File: src/rtl/umi_arb_pkg.sv
// Shared UMI opcode constants and field positions used by the output arbiter.
package umi_arb_pkg;

  localparam int unsigned OPCODE_LSB = 0;
  localparam int unsigned OPCODE_W   = 8;

  typedef logic [OPCODE_W-1:0] umi_opcode_t;

  localparam umi_opcode_t READ_REQUEST = 8'h01;
  localparam umi_opcode_t WRITE_POSTED = 8'h05;

endpackage

File: src/rtl/umi_rr_pick.sv
// Pointer-relative first-one search: lowest set mask bit at or after ptr, wrapping N-1 to 0.
module umi_rr_pick #(
  parameter int unsigned N = 4
) (
  input  logic [N-1:0]         mask,
  input  logic [$clog2(N)-1:0] ptr,
  output logic [N-1:0]         onehot,
  output logic [$clog2(N)-1:0] index,
  output logic                 any
);

  localparam int unsigned IW = $clog2(N);

  always_comb begin
    int unsigned   s;
    logic [IW-1:0] j;
    onehot = '0;
    index  = '0;
    any    = 1'b0;
    s      = 0;
    j      = '0;
    for (int unsigned k = 0; k < N; k++) begin
      s = 32'(ptr) + k;
      if (s >= N) s = s - N;
      j = IW'(s);
      if (!any && mask[j]) begin
        any       = 1'b1;
        onehot[j] = 1'b1;
        index     = j;
      end
    end
  end

endmodule

File: src/rtl/umi_out_arbiter.sv
// N-to-1 UMI arbiter with a single registered output stage and round-robin grant.
// Optional UMI_ARB_WRITE_PRIO_EN: posted writes win, bounded by a starvation counter.
module umi_out_arbiter
  import umi_arb_pkg::*;
#(
  parameter int unsigned N          = 4,
  parameter int unsigned PW         = 256,
  parameter int unsigned STARVE_MAX = 8
) (
  input  logic                 clk,
  input  logic                 rst_n,
  input  logic [N*PW-1:0]      req_packet,
  input  logic [N-1:0]         req_valid,
  output logic [N-1:0]         req_ready,
  output logic [PW-1:0]        umi_out_packet,
  output logic                 umi_out_valid,
  input  logic                 umi_out_ready,
  output logic [$clog2(N)-1:0] umi_out_src
);

  localparam int unsigned IW = $clog2(N);

  logic [IW-1:0] ptr;
  logic          free;
  logic          accept;
  logic [N-1:0]  gnt_onehot;
  logic [IW-1:0] gnt_index;
  logic          gnt_any;

  assign free = !umi_out_valid || umi_out_ready;

`ifdef UMI_ARB_WRITE_PRIO_EN
  localparam int unsigned CW = $clog2(STARVE_MAX + 2);

  logic [CW-1:0] starve_cnt;
  logic [N-1:0]  write_mask;
  logic [N-1:0]  other_mask;
  logic [N-1:0]  full_mask;
  logic          force_rr;
  logic          prio_gnt;
  logic [N-1:0]  w_onehot;
  logic [N-1:0]  f_onehot;
  logic [IW-1:0] w_index;
  logic [IW-1:0] f_index;
  logic          w_any;
  logic          f_any;

  always_comb begin
    write_mask = '0;
    for (int unsigned i = 0; i < N; i++)
      write_mask[i] = req_valid[i] &&
        (req_packet[i*PW + OPCODE_LSB +: OPCODE_W] == WRITE_POSTED);
  end

  assign other_mask = req_valid & ~write_mask;
  assign force_rr   = starve_cnt >= CW'(STARVE_MAX);
  // The forced slot goes to a waiting non-write requester so it cannot starve.
  assign full_mask  = (force_rr && |other_mask) ? other_mask : req_valid;
  assign prio_gnt   = w_any && !force_rr;

  umi_rr_pick #(.N(N)) u_pick_write (
    .mask   (write_mask),
    .ptr    (ptr),
    .onehot (w_onehot),
    .index  (w_index),
    .any    (w_any)
  );

  umi_rr_pick #(.N(N)) u_pick_full (
    .mask   (full_mask),
    .ptr    (ptr),
    .onehot (f_onehot),
    .index  (f_index),
    .any    (f_any)
  );

  assign gnt_onehot = prio_gnt ? w_onehot : f_onehot;
  assign gnt_index  = prio_gnt ? w_index  : f_index;
  assign gnt_any    = prio_gnt ? w_any    : f_any;

  // Consecutive write-priority grants that bypassed a waiting non-write requester.
  always_ff @(posedge clk or negedge rst_n) begin
    if (!rst_n) begin
      starve_cnt <= '0;
    end else if (accept) begin
      if (!prio_gnt)        starve_cnt <= '0;
      else if (|other_mask) starve_cnt <= starve_cnt + CW'(1);
    end
  end
`else
  umi_rr_pick #(.N(N)) u_pick_full (
    .mask   (req_valid),
    .ptr    (ptr),
    .onehot (gnt_onehot),
    .index  (gnt_index),
    .any    (gnt_any)
  );
`endif

  assign req_ready = (rst_n && free && gnt_any) ? gnt_onehot : '0;
  assign accept    = |(req_ready & req_valid);

  // Output register and round-robin pointer.
  always_ff @(posedge clk or negedge rst_n) begin
    if (!rst_n) begin
      umi_out_valid  <= 1'b0;
      umi_out_packet <= '0;
      umi_out_src    <= '0;
      ptr            <= '0;
    end else if (accept) begin
      umi_out_valid  <= 1'b1;
      umi_out_packet <= req_packet[32'(gnt_index)*PW +: PW];
      umi_out_src    <= gnt_index;
      ptr            <= (gnt_index == IW'(N-1)) ? '0 : gnt_index + IW'(1);
    end else if (umi_out_ready) begin
      umi_out_valid  <= 1'b0;
    end
  end

endmodule

File: config.mk
export PLATFORM = sky130hd
export DESIGN_NAME = umi_out_arbiter
export DESIGN_NICKNAME = d
export VERILOG_FILES = /design/src/rtl/umi_arb_pkg.sv /design/src/rtl/umi_rr_pick.sv /design/src/rtl/umi_out_arbiter.sv
export SDC_FILE = /design/constraint.sdc
export NUM_CORES = 1
export LEC_CHECK = 0
export ABC_CLOCK_PERIOD_IN_PS = 7600
export CELL_PAD_IN_SITES_DETAIL_PLACEMENT = 2
export CELL_PAD_IN_SITES_GLOBAL_PLACEMENT = 2
export CORE_AREA = 8 8 504 506
export DETAILED_ROUTE_END_ITERATION = 10
export DIE_AREA = 0 0 512 514
export PLACE_DENSITY = 0.42
export REMOVE_ABC_BUFFERS = 1
export SYNTH_ARGS = -nofsm -noshare
export SYNTH_HDL_FRONTEND = slang
export SYNTH_SLANG_ARGS = --single-unit
File: constraint.sdc
create_clock -name clk -period 7.6 [get_ports clk]
set_input_delay 1.52 -clock clk [delete_from_list [all_inputs] [get_ports clk]]
set_output_delay 1.52 -clock clk [all_outputs]
set_load 0.1 [all_outputs]
==> flow_metrics.py <==
metrics = {
    "yosys": {
        "synth_xor_area_share_pct": 0.102,
        "synthAdderAreaFrac_pct": 0.508,
        "yosysMostFrequentCell": "dfrtp_1",
        "synthArstFlopShare_pct": 100,
        "ys_top_cells_by_area": "dfrtp_1 (38%), mux4_2 (34%), mux2_4 (17%)",
        "synth-seq-cells": 261,
        "synth_compound_area_share_pct": 1.29,
        "synth-simple-area-share_pct": 1.16,
        "synth_enable_flop_cells": 0,
        "synthMuxAreaShare_pct": 55.5,
        "synth_flop_cell": "dfrtp_1",
        "synth_cell_types": 41,
        "syn_inst": 960,
        "synth_area_per_cell_sq_um": 17.9,
        "synth_top_cell_by_area": "dfrtp_1",
        "syn_area_sq_um": 17200,
        "synth_top_cell_area_share_pct": 37.9,
        "ys_top_cells_by_count": "dfrtp_1 (261), mux4_2 (260), mux2_4 (197)",
        "synth_top_family_by_area": "multiplexers",
        "yosysWarnings": 0,
        "ys_seq_area_share_pct": 37.9,
    },
    "placement": {
        "dpl.cell_count": 5433,
        "io_buffers": 1293,
        "placed_cell_area_sq_um": 33800,
        "dp_hpwl_mm": 176,
        "place_congestion": 0.833,
    },
    "route": {
        "finalWirelength_mm": 197,
        "drc": 0,
        "viasPerCell": 3.07,
        "drt_iter0_drc": 878,
        "dr.pass1.iters": 4,
        "wl_per_cell_microns": 35.6,
        "ant_nets": 0,
        "num_vias": 17000,
    },
    "timing": {
        "finalCritPeriodShare_pct": 86.2,
        "tightest_slew_ps": 1170,
        "setup_violations": 0,
        "whs_ps": 507,
        "relSlewSlack_pct": 21.9,
        "clock.fmax_mhz": 153,
        "drv_slew": 0,
        "clock_skew_ps": 24.7,
        "finalHoldViolations": 0,
        "rsz0062_at_grt": "false",
        "finalCriticalPeriod_ps": 6550,
    },
    "power": {
        "seqPwrFrac_pct": 12.7,
        "total_power_mw": 21.2,
        "p_leak_nw": 12.8,
        "pwr-share-clk_pct": 10.3,
        "netSwitchingPower_mw": 11.8,
        "power_frac_comb_pct": 76.9,
        "power_density_nw_per_um2": 599,
        "ir_worst_vdd_v": 0.000445,
        "p_sw_share_pct": 55.7,
        "p_int_mw": 9.39,
    },
    "floorplan": {
        "initial_core_util_pct": 6.99,
        "die_width_microns": 512,
        "fp.dieH_microns": 514,
        "dieArea_sq_um": 263000,
        "core_sq_um": 247000,
        "num_io_pins": 1294,
        "rows": 183,
    },
    "setup_path": {
        "crit_chain": "inv_1, ha_1, mux2i_1, mux2_2, a2111oi_0, o2bb2ai_1, and2_1, clkdlybuf4s50_1",
        "crit_family": "buffers and inverters",
        "endpoint_kind": "output pin",
        "cp_slowest_cell": "clkdlybuf4s50_1",
        "required_ps": 6080,
        "worstPathArrival_ps": 5030,
        "crit_type": "reg -> out",
        "crit_path_start_kind": "flop",
        "worst_path_largest_cell_delay_ps": 970,
        "worstPathMaxFanout": 21,
        "crit_buf_inv": 2,
    },
    "final_layout": {
        "final-instance-count-excl-fill": 5545,
        "drive_above_1_share_pct": 33.0,
        "final_area_sq_um": 35400,
        "syn_to_final_growth_pct": 105,
        "layout.nets": 3281,
    },
    "clock_network": {
        "clock_tree.htree_level_count": 2,
        "clk_pin_slew_worst_paths_ps": 60,
        "cts_setup_buffers": 0,
        "cts_tree": "done",
        "clk_latency_ps": 630,
        "post_cts_resized": 0,
        "numCtsBuffers": 45,
        "cts-root-buf": "clkbuf_16",
        "clockBufferDepth": 3,
        "cts.hold.buffers_added": 0,
        "cts.sinks": 261,
    },
    "global_route": {
        "grt_start_max_net_pins": 80,
        "grt_pass1_vias": 18400,
        "antenna_found_initial": 224,
        "track_usage_pct": 14.4,
        "grt_pass1_wl_mm": 242,
        "grt_overflow": 0,
    },
    "worst_hold_path": {
        "holdCritPathClass": "reg -> reg",
    },
    "job": {
        "max_cap_violations": 0,
    },
    "status": {
        "outcome": "finished, final reports clean",
    },
}
[layout by cell type, fill, tap and decap left out, types with 11 or more instances in the layout]
cell / netlist / routed
buf_12: 0 / 13
buf_4: 0 / 132
clkbuf_16: 0 / 45
clkdlybuf4s50_1: 0 / 1176
clkinv_2: 0 / 11
dfrtp_1: 261 / 261
diode_2: 0 / 32
mux2_2: 62 / 62
mux2_4: 197 / 197
mux4_2: 260 / 260
[cell type report]
| cell class | count | area (sq um) |
|---|---|---|
| tap | 3237 | 4050 |
| clock inverter | 19 | 185 |
| timing repair buffer | 1330 | 13100 |
| multi-input combinational | 597 | 10100 |
| sequential | 261 | 6530 |
| clock buffer | 61 | 1290 |
| antenna | 32 | 80.1 |
| inverter | 8 | 30.0 |
| fill | 27900 | 211000 |
[state kept, by name, indices dropped and copies added, names as in the netlist, named ones only]
signal          flops
umi_out_packet    256
umi_out_src         2
ptr                 1
umi_out_valid       1
[worst register-to-register path: stages (launching register included)]
cell,delay [ps]
dfrtp_1,880
inv_1,330
ha_1,610
mux2i_1,210
mux2_2,370
a2111oi_0,610
o2bb2ai_1,210
a32o_1,270
or3_4,610
buf_12,290
buf_12,300
mux2_4,380
[power groups by stage]
| stage | Clock (mW) | Sequential (mW) | Combinational [mW] |
|---|---|---|---|
| 2_1_floorplan | 0 | 7.73 | 5.79 |
| 4_1_cts | 2.35 | 2.72 | 16.8 |
| 3_5_place_dp | 0 | 2.73 | 16.7 |
| 5_1_grt | 2.37 | 2.80 | 17.1 |
| 6_report | 2.19 | 2.70 | 16.3 |
| 3_3_place_gp | 0 | 2.71 | 16.7 |
[per-layer routing]
layer / track usage [%] / part of all wire, % / vias up
met5: 0 / 0.63 / -
met4: 1.84 / 1.9 / 196
met3: 10.7 / 16 / 410
met2: 23.4 / 45 / 1169
met1: 15.3 / 36 / 8652
li1: - / - / 6587
[through the flow]
step | utilization, % | TNS, ps | setup WS, ps
global route | 14.3 | 0 | 767
finish | 14.3 | 0 | 1050
CTS | 14.3 | 0 | 961
floorplan | - | -4255490 | -16470
global placement | 13.7 | 0 | 1110
detailed placement | 13.7 | 0 | 1180
[path summary, 6_finish.rpt]
check | cells past startpoint | slack (ps) | startpoint | endpoint
min | 1 | 510 | umi_out_packet[254]$_DFFE_PN0P_ | umi_out_packet[254]$_DFFE_PN0P_
min reg2reg | 1 | 510 | umi_out_packet[254]$_DFFE_PN0P_ | umi_out_packet[254]$_DFFE_PN0P_
max reg2reg | 11 | 2420 | flop | umi_out_packet[36]$_DFFE_PN0P_
min in group asynchronous | 1 | 730 | rst_n | umi_out_packet[203]$_DFFE_PN0P_
max | 8 | 1050 | flop | req_ready[3]
max in group asynchronous | 5 | 4500 | rst_n | umi_out_packet[40]$_DFFE_PN0P_
[cells by family (layout without fill, tap and decap cells)]
| kind of cell | after synthesis | count (layout) |
|---|---|---|
| xor+xnor | 2 | 2 |
| compound gates | 28 | 28 |
| fa+ha+maj | 7 | 7 |
| simple gates | 36 | 36 |
| flops | 261 | 261 |
| buf+inv | 102 | 1418 |
| mux | 524 | 524 |
| other cells | 0 | 32 |
Note: power is estimated with default switching activity, not from simulation.
